<file path="src/rtl/decoder_result_frame_parser.sv">
// Parses decoder result frames (header, body words, 0xFFFFFFFF terminator) into one summary per frame.
// Optional statistics block is enabled by defining RESULT_PARSER_STATS_EN.
module decoder_result_frame_parser #(
    parameter int unsigned MAX_BODY_WORDS   = 4096,
    parameter int unsigned WORD_COUNT_WIDTH = 16,
    parameter int unsigned TIMEOUT_CYCLES   = 65535
) (
    input  logic                        clk,
    input  logic                        reset_n,
    input  logic [31:0]                 in_data,
    input  logic                        in_valid,
    output logic                        in_ready,
    output logic                        sum_valid,
    input  logic                        sum_ready,
    output logic [15:0]                 sum_cycles,
    output logic [7:0]                  sum_iters,
    output logic [WORD_COUNT_WIDTH-1:0] sum_words,
    output logic                        sum_overflow,
    output logic                        sum_timeout,
    output logic                        runt_pulse,
    input  logic                        stats_clear,
    output logic [31:0]                 stat_frames,
    output logic [15:0]                 stat_max_cyc,
    output logic [15:0]                 stat_errors
);

    localparam logic [31:0] TERM       = 32'hFFFF_FFFF;
    localparam int unsigned IDLE_WIDTH = (TIMEOUT_CYCLES > 0) ? $clog2(TIMEOUT_CYCLES + 1) : 1;

    typedef enum logic [1:0] {
        ST_HEADER = 2'd0,
        ST_BODY   = 2'd1,
        ST_EMIT   = 2'd2
    } state_t;

    state_t                  state;
    logic [IDLE_WIDTH-1:0]   idle_cnt;
    logic                    xfer;
    logic                    is_term;
    logic                    idle_expire;

    assign xfer        = in_valid && in_ready;
    assign is_term     = (in_data == TERM);
    assign idle_expire = (TIMEOUT_CYCLES != 0) && ((32'(idle_cnt) + 32'd1) == TIMEOUT_CYCLES);

    // Frame FSM; in_ready is registered alongside state so it depends on state only.
    always_ff @(posedge clk or negedge reset_n) begin
        if (!reset_n) begin
            state        <= ST_HEADER;
            in_ready     <= 1'b0;
            sum_valid    <= 1'b0;
            sum_cycles   <= '0;
            sum_iters    <= '0;
            sum_words    <= '0;
            sum_overflow <= 1'b0;
            sum_timeout  <= 1'b0;
            runt_pulse   <= 1'b0;
            idle_cnt     <= '0;
        end else begin
            runt_pulse <= 1'b0;
            case (state)
                ST_HEADER: begin
                    in_ready <= 1'b1;
                    if (xfer) begin
                        if (is_term) begin
                            runt_pulse <= 1'b1;
                        end else begin
                            sum_cycles   <= in_data[15:0];
                            sum_iters    <= in_data[23:16];
                            sum_words    <= '0;
                            sum_overflow <= 1'b0;
                            sum_timeout  <= 1'b0;
                            idle_cnt     <= '0;
                            state        <= ST_BODY;
                        end
                    end
                end
                ST_BODY: begin
                    if (xfer) begin
                        idle_cnt <= '0;
                        if (is_term) begin
                            state     <= ST_EMIT;
                            sum_valid <= 1'b1;
                            in_ready  <= 1'b0;
                        end else begin
                            if (sum_words != '1) begin
                                sum_words <= sum_words + WORD_COUNT_WIDTH'(1);
                            end
                            // Overflow is flagged but the word is still consumed.
                            if (32'(sum_words) >= MAX_BODY_WORDS) begin
                                sum_overflow <= 1'b1;
                            end
                        end
                    end else if (idle_expire) begin
                        sum_timeout <= 1'b1;
                        state       <= ST_EMIT;
                        sum_valid   <= 1'b1;
                        in_ready    <= 1'b0;
                    end else if (TIMEOUT_CYCLES != 0) begin
                        idle_cnt <= idle_cnt + IDLE_WIDTH'(1);
                    end
                end
                ST_EMIT: begin
                    if (sum_ready) begin
                        state     <= ST_HEADER;
                        sum_valid <= 1'b0;
                        in_ready  <= 1'b1;
                    end
                end
                default: begin
                    state     <= ST_HEADER;
                    sum_valid <= 1'b0;
                    in_ready  <= 1'b1;
                end
            endcase
        end
    end

`ifdef RESULT_PARSER_STATS_EN
    logic handoff;
    logic runt_evt;

    assign handoff  = sum_valid && sum_ready;
    assign runt_evt = xfer && is_term && (state == ST_HEADER);

    // Statistics; a clear wins over an update in the same cycle.
    always_ff @(posedge clk or negedge reset_n) begin
        if (!reset_n) begin
            stat_frames  <= '0;
            stat_max_cyc <= '0;
            stat_errors  <= '0;
        end else if (stats_clear) begin
            stat_frames  <= '0;
            stat_max_cyc <= '0;
            stat_errors  <= '0;
        end else begin
            if (handoff) begin
                stat_frames <= stat_frames + 32'd1;
                if (sum_cycles > stat_max_cyc) begin
                    stat_max_cyc <= sum_cycles;
                end
            end
            if (((handoff && (sum_overflow || sum_timeout)) || runt_evt) && (stat_errors != 16'hFFFF)) begin
                stat_errors <= stat_errors + 16'd1;
            end
        end
    end
`else
    logic unused_stats_clear;

    assign unused_stats_clear = stats_clear;
    assign stat_frames        = '0;
    assign stat_max_cyc       = '0;
    assign stat_errors        = '0;
`endif

endmodule

</file>
<file path="config.mk">
export PLATFORM = sky130hd
export DESIGN_NAME = decoder_result_frame_parser
export DESIGN_NICKNAME = d
export VERILOG_FILES = /design/src/rtl/decoder_result_frame_parser.sv
export SDC_FILE = /design/constraint.sdc
export NUM_CORES = 1
export LEC_CHECK = 0
export CORE_UTILIZATION = 44
export CTS_CLUSTER_DIAMETER = 200
export DETAILED_ROUTE_END_ITERATION = 6
export PLACE_DENSITY = 0.81
export SYNTH_ARGS = -nofsm -noshare
export SYNTH_HDL_FRONTEND = slang
export SYNTH_SLANG_ARGS = --single-unit
</file>
<file path="constraint.sdc">
create_clock -name clk -period 2.8 [get_ports clk]
set_input_delay 0.56 -clock clk [delete_from_list [all_inputs] [get_ports clk]]
set_output_delay 0.56 -clock clk [all_outputs]
set_load 0.02 [all_outputs]
</file>
After elaboration in Yosys (flattened, before gate mapping):

Cells that the tools add are included.

* register bits: 63
* logic and storage cells: 81
* output and inout bits: 109
* bits of input ports: 37

* reductions and logical operators: 11
* magnitude comparators: 1
* equal/unequal tests: 17
* muxes and demuxes: 37
* add/sub/neg operators: 3
* bitwise gates (word level): 2

Operators with widths (number)
* $mux 16: 7
* $pmux 16 s2: 2
* $add 16x1->16 const B: 2
* $eq 32x32->1 const B: 1
* $ne 2x2->1 const B: 9
* $add 16x1->17 const B: 1
* $eq 17x16->1 const B: 1
* $mux 1: 17
* $ge 16x13->1 const B: 1
* $ne 16x16->1 const B: 1
* $mux 2: 6
* $reduce_and 6->1: 2
* $reduce_and 5->1: 2
* $ne 3x3->1 const B: 3
* $reduce_and 4->1: 2
* $pmux 1 s2: 3
* $pmux 2 s3: 1
* $reduce_and 3->1: 2
* $pmux 1 s3: 1
* $eq 2x1->1 const B: 1
* $eq 2x2->1 const B: 1
* $logic_not 2->1: 1
* $not 1->1: 2
* $reduce_bool 2->1: 1
* $logic_and 1x1->1: 1

Longest topological paths before layout:

* depth after elaboration: 5
* mapped depth: 9
* gate-level depth less buffers: 8

Least setup slack after synthesis:

No wires, ideal clock.

* kind: register to register
* start point: reg idle_cnt[1]
* end point: reg idle_cnt[1]
* arrival: 2.366 ns
* setup slack: 0.302 ns
* path buffers: 1
* setup time: 0.132 ns
* required time: 2.668 ns
* cell stages (with the launch flop): 9
* cells stage by stage: dfrtp_1 > ha_1 > buf_2 > or4_4 > a2111oi_4 > o211ai_2 > nor4b_4 > or2b_4 > o22ai_1

* cells in the longest elaborated chain, start to end: 4

RTL lines
* from (decl): line 37 `logic [IDLE_WIDTH-1:0] idle_cnt;`
* from (signal assigned): line 100 `idle_cnt <= idle_cnt + IDLE_WIDTH'(1);`
* $add 16x1->17 / $add 16x1->16 (equally long branches): line 44, 100
* $eq 17x16->1 / $mux 16 (equally long branches): line 44, 94
* $ne 3x3->1 (no source line) / $mux 16 (equally long branches)
* $reduce_and 4->1 (no source line) / $pmux 16 s2 (equally long branches)

Parallel ways exist; a longest one is shown, timed or not. The select of a mux whose other input is x is not followed.
A chain may end at the register's enable or synchronous reset.

Worst setup path in the final report:

* start point: reg idle_cnt[0]
* end point: reg idle_cnt[2]

Same word-level chain as after synthesis.

==> flow_metrics.env <==
export IMPL_yosys_top_cells_count="buf_4 (64), dfrtp_1 (63), nor2_1 (27)"
export IMPL_num_antenna_cells=0
export IMPL_wl_per_cell_um=14.5
export IMPL_fp_row_count=33
export IMPL_grt_pass1_vias=2883
export IMPL_clock_skew_ps=8.63
export IMPL_fp_dieW_um=93.7
export IMPL_h_tree_depth=3
export IMPL_viasPerCell=5.15
export IMPL_fmax_mhz=388
export IMPL_critical_path_slowest_cell="or4_4"
export IMPL_synth_area_leader_cell="dfrtp_1"
export IMPL_cts_buffers=9
export IMPL_io_buffers=80
export IMPL_overflow=0
export IMPL_synth_main_ff_cell="dfrtp_1"
export IMPL_yosysSeqAreaShare=0.426
export IMPL_critPathMaxStageDelay_ps=510
export IMPL_ant_nets=0
export IMPL_synth_cell_types=52
export IMPL_antenna_found_initial=0
export IMPL_rsz0062_at_grt="false"
export IMPL_grt_max_degree=29
export IMPL_worst_pin_slew_ps=548
export IMPL_rrSetupSlack_ps=220
export IMPL_nFillCells=666
export IMPL_rr_worst_depth=8
export IMPL_clk_latency_ps=340
export IMPL_r2r_end="idle_cnt[2]"
export IMPL_core_um2=8180
export IMPL_status="complete, no violations"
export IMPL_criticalPathCategory="flip-flop to flip-flop"
export IMPL_cp_max_fo=5
export IMPL_tritoncts="done"
export IMPL_irDropWorstVdd_mv=0.677
export IMPL_grtUsageTotal=0.203
export IMPL_root_buffer="clkbuf_8"
export IMPL_use_met2=0.344
export IMPL_grt_busiest_layer="met2"
export IMPL_r2r_start="idle_cnt[0]"
export IMPL_fp_dieArea_um2=8770
export IMPL_cp_start_kind="flip-flop"
export IMPL_post_cts_buffers=0
export IMPL_synth_seq_cells=63
export IMPL_areaGrowthSynthToFinish_pct=27.5
export IMPL_worstPathRequired_ps=3050
export IMPL_yosysMostFrequentCell="buf_4"
export IMPL_ys_warn_count=0
export IMPL_seq_area_um2=1580
export IMPL_drive_above_1_share=0.149
export IMPL_hold_class="input pin to asynchronous set/reset pin"
export IMPL_synthArstFlopShare=1.00
export IMPL_hold_viol_final=0
export IMPL_dr_first_iter_drc_count=233
export IMPL_crit_chain="ha_1 -> or4_4 -> a2111oi_4 -> o211ai_2 -> nor4b_4 -> buf_4 -> o221ai_1 -> o21ai_0"
export IMPL_grt_pass1_wl_mm=13.6
export IMPL_finalSetupTns_ps=0
export IMPL_p_per_area_nw_per_um2=848
export IMPL_fin_crit_sh=0.920
export IMPL_dp_hpwl_mm=6.19
export IMPL_multiInputGateArea_um2=1790
export IMPL_cts_path_max_buffers=2
export IMPL_synth_area_per_cell_um2=9.70
export IMPL_critPathArrivalTime_ps=2820
export IMPL_num_vias=3003
export IMPL_final_net_count=514
export IMPL_wl_mm=8.43
export IMPL_period_needed_ps=2580
export IMPL_use_met1=0.232
export IMPL_die_h_um=93.7
export IMPL_maxCapViolCount=0
export IMPL_syn_area_um2=3700
export IMPL_grt_met3_usage=0.0817
export IMPL_remaining_drc_errors=0
export IMPL_slew_headroom=0.634
export IMPL_synthCells=381
export IMPL_drtPass1Iterations=5
export IMPL_slew_viol_final=0
export IMPL_setup_violations=0
export IMPL_clock_sinks=63
export IMPL_io_pins=146
export IMPL_gp_congestion=0.857
export IMPL_power_leakage_nw=2.03
export IMPL_synth_top_area_share=0.426
export IMPL_synth_top_cells_by_area="dfrtp_1 (43%), buf_4 (13%), mux2_2 (7.6%)"
export IMPL_path_clk_slew_ps=80
export IMPL_endpoint_kind="flip-flop"
export IMPL_synth_edf_count=0
export IMPL_ctsHoldBuffers=0
export IMPL_whs_ps=132
export IMPL_postCtsResizedCells=0
export IMPL_start_util=0.452
## layout make-up
class | instances | area share
clock buffers | 9 | 0.0263
clock inverters | 7 | 0.0257
inverters | 6 | 0.00478
multi-input cells | 294 | 0.379
flip-flops and latches | 63 | 0.334
well taps | 105 | 0.0279
repair buffers | 99 | 0.202
## registers in the layout (all words and copies together) (netlist names)
name,cells
sum_cycles,16
idle_cnt,16
sum_overflow,1
runt_pulse,1
sum_words,16
state,2
sum_valid,1
sum_timeout,1
in_ready,1
sum_iters,8
## layer usage
layer,share of wire,up-vias
met5,0,-
met4,0.014,0
met3,0.088,13
met2,0.50,144
met1,0.40,1449
li1,-,1397
## cell families after synthesis
group | count (synthesis) | share of synthesized area
and+or+nand+nor | 127 | 0.186
buffers and inverters | 87 | 0.156
DFF | 63 | 0.426
AOI/OAI and AO/OA | 58 | 0.102
muxes | 26 | 0.0788
xor gates and xnor gates | 15 | 0.0355
adders and majority gates | 4 | 0.0135
other | 1 | 0.00101
## worst max-delay path: cells and delay by family, from the launching register on
family	cells	cell delay, ps
AOI/OAI and AO/OA	4	760
DFF	1	390
and+or+nand+nor	2	870
buffers and inverters	1	200
adders and majority gates	1	260
## power by group
part	leakage [nW]	switching, mW	internal, mW
Sequential	0.813	0.175	1.15
Combinational	1.10	0.908	0.798
Clock	0.112	0.369	0.592
## cells in the final DEF, fill, tap and decap left out, types with 10 or more instances in the layout
cell type | netlist | final
xor2_1 | 10 | 10
clkdlybuf4s50_1 | 0 | 79
o21ai_0 | 25 | 25
nand3_1 | 19 | 19
mux2_2 | 25 | 25
nand2_1 | 22 | 22
nand4_1 | 17 | 17
buf_4 | 64 | 18
dfrtp_1 | 63 | 63
conb_1 | 1 | 64
nor2_1 | 27 | 27
## worst max path at each step
stage                startpoint             to  slack [ps]
CTS                 idle_cnt[0]    idle_cnt[2]         220
detailed placement  in_data[25]  sum_words[13]          20
global placement    in_data[17]  sum_words[13]          70
floorplan           idle_cnt[1]    idle_cnt[1]         300
finish              idle_cnt[0]    idle_cnt[2]         220
global route        idle_cnt[0]    idle_cnt[2]         110
## stage by stage
| stage | instance area [um^2] | total power [mW] | utilization | std cells | setup WS [ps] |
|---|---|---|---|---|---|
| after global placement | 4470 | 2.98 | 0.547 | 567 | 74.8 |
| after floorplan | 3930 | 2.33 | - | 444 | 302 |
| after global routing | 4710 | 4.20 | 0.577 | 583 | 115 |
| final | 4710 | 4.00 | 0.577 | 583 | 223 |
| after detailed placement | 4470 | 3.03 | 0.547 | 567 | 18.8 |
| after CTS | 4710 | 4.02 | 0.577 | 583 | 222 |
No activity file was read; power rests on OpenSTA's default activity.
